**src/rtl/uart_byte_tx.sv**
```systemverilog
// uart_byte_tx: UART transmitter for the board-to-host serial link.
// Takes one word per valid/ready handshake and shifts it out on tx as
// start bit, data LSB first, optional parity, then one or two stop bits.
// tx comes straight from a flop, so the line only changes on clk edges.

module uart_byte_tx #(
  parameter int CLK_HZ    = 50_000_000,
  parameter int BAUD      = 115200,
  parameter int DATA_BITS = 8,
  parameter int PARITY    = 0,   // 0 = none, 1 = odd, 2 = even
  parameter int STOP_BITS = 1
) (
  input  logic                 clk,
  input  logic                 reset,
  input  logic [DATA_BITS-1:0] data,
  input  logic                 valid,
  output logic                 ready,
  output logic                 busy,
  output logic                 tx
);

  // Clocks per bit, rounded to the nearest integer.
  localparam int DIV = (CLK_HZ + BAUD / 2) / BAUD;
  localparam int BW  = (DIV > 1) ? $clog2(DIV) : 1;
  localparam int CW  = $clog2(DATA_BITS + 1);

  localparam logic [BW-1:0] DIV_LAST  = BW'(DIV - 1);
  localparam logic [CW-1:0] BIT_LAST  = CW'(DATA_BITS - 1);
  localparam logic [CW-1:0] STOP_LAST = CW'(STOP_BITS - 1);

  // Reject parameter sets the datapath cannot honour.
  if (DIV < 2) begin : g_bad_div
    $error("uart_byte_tx: DIV must be at least 2");
  end
  if (DATA_BITS < 5 || DATA_BITS > 9) begin : g_bad_data_bits
    $error("uart_byte_tx: DATA_BITS must be 5..9");
  end
  if (PARITY < 0 || PARITY > 2) begin : g_bad_parity
    $error("uart_byte_tx: PARITY must be 0, 1 or 2");
  end
  if (STOP_BITS != 1 && STOP_BITS != 2) begin : g_bad_stop_bits
    $error("uart_byte_tx: STOP_BITS must be 1 or 2");
  end

  typedef enum logic [2:0] {
    S_IDLE,
    S_START,
    S_DATA,
    S_PARITY,
    S_STOP
  } state_e;

  state_e                 state_q;
  logic   [BW-1:0]        baud_q;
  logic   [CW-1:0]        bit_q;    // data bit index, reused as stop bit index
  logic   [DATA_BITS-1:0] shift_q;
  logic                   parity_q;
  logic                   tx_q;
  logic                   ready_q;

  logic                   parity_d;
  logic                   baud_wrap;

  // Parity of the incoming word, latched only on the accept edge.
  assign parity_d  = (PARITY == 1) ? ~^data : ^data;
  // Last clock of the current bit period.
  assign baud_wrap = (baud_q == DIV_LAST);

  // Frame sequencer: handshake, bit timing and the registered line level.
  // NOTE: every flop here, including the shift register, is updated with
  // non-blocking assignments and cleared by reset so an aborted frame
  // leaves no stale word or half-finished count behind.
  always_ff @(posedge clk or posedge reset) begin
    if (reset) begin
      state_q  <= S_IDLE;
      baud_q   <= '0;
      bit_q    <= '0;
      shift_q  <= '0;
      parity_q <= 1'b0;
      tx_q     <= 1'b1;
      ready_q  <= 1'b1;
    end else begin
      case (state_q)
        S_IDLE: begin
          if (valid && ready_q) begin
            shift_q  <= data;
            parity_q <= parity_d;
            baud_q   <= '0;
            bit_q    <= '0;
            tx_q     <= 1'b0;
            ready_q  <= 1'b0;
            state_q  <= S_START;
          end
        end

        S_START: begin
          if (baud_wrap) begin
            baud_q  <= '0;
            tx_q    <= shift_q[0];
            state_q <= S_DATA;
          end else begin
            baud_q <= baud_q + BW'(1);
          end
        end

        S_DATA: begin
          if (baud_wrap) begin
            baud_q <= '0;
            if (bit_q == BIT_LAST) begin
              bit_q <= '0;
              if (PARITY != 0) begin
                tx_q    <= parity_q;
                state_q <= S_PARITY;
              end else begin
                tx_q    <= 1'b1;
                state_q <= S_STOP;
              end
            end else begin
              bit_q   <= bit_q + CW'(1);
              shift_q <= shift_q >> 1;
              tx_q    <= shift_q[1];
            end
          end else begin
            baud_q <= baud_q + BW'(1);
          end
        end

        S_PARITY: begin
          if (baud_wrap) begin
            baud_q  <= '0;
            tx_q    <= 1'b1;
            state_q <= S_STOP;
          end else begin
            baud_q <= baud_q + BW'(1);
          end
        end

        S_STOP: begin
          if (baud_wrap) begin
            baud_q <= '0;
            if (bit_q == STOP_LAST) begin
              bit_q   <= '0;
              ready_q <= 1'b1;
              state_q <= S_IDLE;
            end else begin
              bit_q <= bit_q + CW'(1);
            end
          end else begin
            baud_q <= baud_q + BW'(1);
          end
        end

        default: begin
          baud_q  <= '0;
          bit_q   <= '0;
          tx_q    <= 1'b1;
          ready_q <= 1'b1;
          state_q <= S_IDLE;
        end
      endcase
    end
  end

  assign tx    = tx_q;
  assign ready = ready_q;
  assign busy  = ~ready_q;

endmodule

```
**config.mk**
```make
export PLATFORM = sky130hd
export DESIGN_NAME = uart_byte_tx
export DESIGN_NICKNAME = d
export VERILOG_FILES = /design/src/rtl/uart_byte_tx.sv
export SDC_FILE = /design/constraint.sdc
export NUM_CORES = 1
export LEC_CHECK = 0
export BUFFER_PORTS_ARGS = -buffer_cell sky130_fd_sc_hd__buf_2
export CORE_ASPECT_RATIO = 1.2
export CORE_MARGIN = 2
export CORE_UTILIZATION = 50
export CTS_BUF_LIST = sky130_fd_sc_hd__clkbuf_4 sky130_fd_sc_hd__clkbuf_8
export CTS_CLUSTER_SIZE = 40
export DETAILED_ROUTE_END_ITERATION = 10
export PLACE_DENSITY = 0.77
export SYNTH_ARGS = -nofsm -noshare
export SYNTH_HDL_FRONTEND = slang
export SYNTH_SLANG_ARGS = --single-unit
```
**constraint.sdc**
```tcl
create_clock -name clk -period 6 [get_ports clk]
set_clock_uncertainty 0.05 [all_clocks]
set_input_delay 0.6 -clock clk [delete_from_list [all_inputs] [get_ports clk]]
set_output_delay 0.6 -clock clk [all_outputs]
set_load 0.02 [all_outputs]
```
==> results.json <==
{
  "postRouteAntennaNets": 0,
  "setup.worst_path.class": "reg -> reg",
  "async_flop_share_pct": 100,
  "antenna_found_initial": 0,
  "sequentialPowerShare_pct": 51.6,
  "syn_inst": 149,
  "slew_violations": 0,
  "gp_congestion": 0.856,
  "rsz0062_at_grt": "false",
  "ys_types": 42,
  "clk_latency_ps": 330,
  "crit_path_end_kind": "flip-flop",
  "grt-ovfl-total": 0,
  "cts_hold_buf": 0,
  "wire_per_inst_um": 15.0,
  "post-cts-setup-buffers": 0,
  "synth_area_um2": 1550,
  "vias": 1160,
  "start_util_pct": 51.7,
  "ys.flop_type": "dfrtp_1",
  "grt_first_pass_wirelength_um": 5170,
  "root_buffer": "clkbuf_4",
  "numPortBuffers": 13,
  "yosysSeqAreaShare_pct": 42.1,
  "switchingPower_w": 0.000201,
  "setup_tns_ps": 0,
  "dieWidth_um": 54.9,
  "clk_pin_slew_ps": 140,
  "yosysWarnings": 0,
  "fin_crit_ps": 2150,
  "cp.required_ps": 6170,
  "die-area_um2": 3570,
  "drtPass1Iterations": 4,
  "place_hpwl_um": 2200,
  "setup_viol": 0,
  "cts_tree": "done",
  "synth_seq_cells": 26,
  "worst_ir_drop_vdd_uv": 184,
  "reg2reg_depth": 6,
  "grt_max_degree": 27,
  "drive_above_1_share_pct": 26.7,
  "numClockSinks": 26,
  "grt_use_total_pct": 19.7,
  "drc_errors": 0,
  "htree_levels": 1,
  "p_comb_share_pct": 32.6,
  "fin_util_pct": 55.9,
  "hold_viol": 0,
  "clockBufferDepth": 2,
  "switching_share_pct": 35.4,
  "crit_path_max_fanout": 8,
  "critPathArrivalTime_ps": 2320,
  "core_area_um2": 3000,
  "fmax_mhz": 465,
  "finalNetCount": 177,
  "cp-start-kind": "flip-flop",
  "maxCapViolCount": 0,
  "die_y_um": 65.0,
  "hp-class": "in -> async",
  "synth_edf_count": 0,
  "fp-row-count": 22,
  "antenna_cells": 0,
  "wirelength_um": 2960,
  "num-fill-cells": 251,
  "power.leakage_nw": 0.701,
  "min_period_over_period_pct": 35.8,
  "worstMarginPinSlew_ps": 969,
  "cts_resized": 0,
  "area_growth_pct": 8.06,
  "power_w": 0.000566,
  "p_per_area_nw_per_um2": 338,
  "max_slew_margin_pct": 35.3,
  "drt_iter0_drc": 22,
  "via_per_inst": 5.89,
  "syn_nets": 164,
  "p_int_w": 0.000365,
  "syn_avg_cell_area_um2": 10.4,
  "status": "finished, final reports clean",
  "cts_buffers": 3,
  "io_pins": 14,
  "clkPwrFrac_pct": 15.8,
  "grt_pass1_vias": 1195
}
Yosys cell counts, drive strengths merged, types with 2 or more instances:
library cell  instances  area share (%)
mux2                 15              11
nand3                 3            0.97
clkbuf                3            0.73
nor3b                 4             1.9
nor4b                 2             1.1
nor2                 13             3.1
a211oi                4             2.7
o31ai                 2            0.97
nor3                  3            0.97
xnor2                 7             4.0
mux2i                 3             1.9
a22o                  3             1.7
a21oi                10             3.2
dfstp                 2             3.4
dfrtp                24              39
nor2b                 2            0.81
o21ai                 5             1.6
nand2                 6             1.5
buf                   3             1.1
nand3b                3             1.5
or2                   3             1.2
inv                   7             1.7
ha                    4             3.2
o221ai                2             1.1
power groups by stage:
stage                     sequential, W  combinational (W)  clock (W)
after floorplan                0.000282           0.000146          0
after global placement         0.000291           0.000176          0
after detailed placement       0.000295           0.000187          0
after CTS                      0.000291           0.000188  0.0000919
after global routing           0.000301           0.000207   0.000100
final                          0.000292           0.000185  0.0000894
path summary, 6_finish.rpt:
kind,end,from,slack [ps]
max in group asynchronous,bit_q[0]$_DFFE_PP0P_,reset,4900
hold / removal,baud_q[7]$_DFFE_PP0P_,reset,420
min in group clk,tx$_DFFE_PP1P_,tx$_DFFE_PP1P_,430
setup / recovery,shift_q[3]$_DFFE_PP0P_,baud_q[1]$_DFFE_PP0P_,3850
hold reg to reg,tx$_DFFE_PP1P_,tx$_DFFE_PP1P_,430
setup reg to reg,shift_q[3]$_DFFE_PP0P_,baud_q[1]$_DFFE_PP0P_,3850
worst max-delay path, stage by stage (launching register included):
cell and delay [ps]:
dfrtp_1 440, inv_1 70, ha_1 130, and4bb_2 330, nand4_4 120, a211oi_4 490
mux2_2 390
layer usage:
metal / GRT usage (%) / vias to the layer above / part of all wire [%]
met4: 8.75 / 0 / 2.3
met1: 23.5 / 574 / 43
met2: 33.9 / 17 / 53
li1: - / 562 / -
met3: 2.30 / 7 / 2.4
met5: 0 / - / 0
through the flow:
| step | hold WS (ps) | setup slack (ps) | instances | instance area, um^2 |
|---|---|---|---|---|
| 2_1_floorplan | 425 | 4080 | 149 | 1550 |
| 3_3_place_gp | 412 | 3920 | 193 | 1640 |
| 3_5_place_dp | 412 | 3870 | 193 | 1640 |
| 4_1_cts | 435 | 3840 | 197 | 1680 |
| 5_1_grt | 455 | 3720 | 197 | 1680 |
| 6_report | 418 | 3850 | 197 | 1680 |
layout make-up:
cell class	count	area [um^2]	area share [%]
Inverter	7	26.3	1.57
Tap cell	36	45.0	2.69
Multi-Input combinational cell	110	843	50.3
Clock buffer	4	36.3	2.16
Sequential cell	26	653	39.0
Timing Repair Buffer	14	72.6	4.33
cell usage in the layout, fill, tap and decap left out, drive strengths merged, types with 2 or more instances in the layout:
master	n
a22o	3
nor3b	4
nand3b	3
xnor2	7
dfrtp	24
o31ai	2
nor3	3
mux2i	3
nor2	13
a21oi	10
nand2	6
ha	4
clkbuf	4
mux2	15
or2	3
nand3	3
dfstp	2
inv	7
o21ai	5
nor4b	2
nor2b	2
a211oi	4
o221ai	2
buf	14
registers in the layout, summed over array words and instances (netlist names):
register	cells
ready	1
tx	1
shift_q	8
state_q	3
bit_q	4
baud_q	9
cells by family after synthesis:
| kind of cell | after synthesis | synth area share [%] |
|---|---|---|
| and+or+nand+nor | 47 | 18.4 |
| AOI/OAI and AO/OA | 33 | 15.4 |
| DFF | 26 | 42.1 |
| muxes | 18 | 12.8 |
| buffers and inverters | 13 | 3.55 |
| xor gates and xnor gates | 8 | 4.52 |
| adders and majority gates | 4 | 3.23 |
Note: power is estimated with default switching activity, not from simulation.
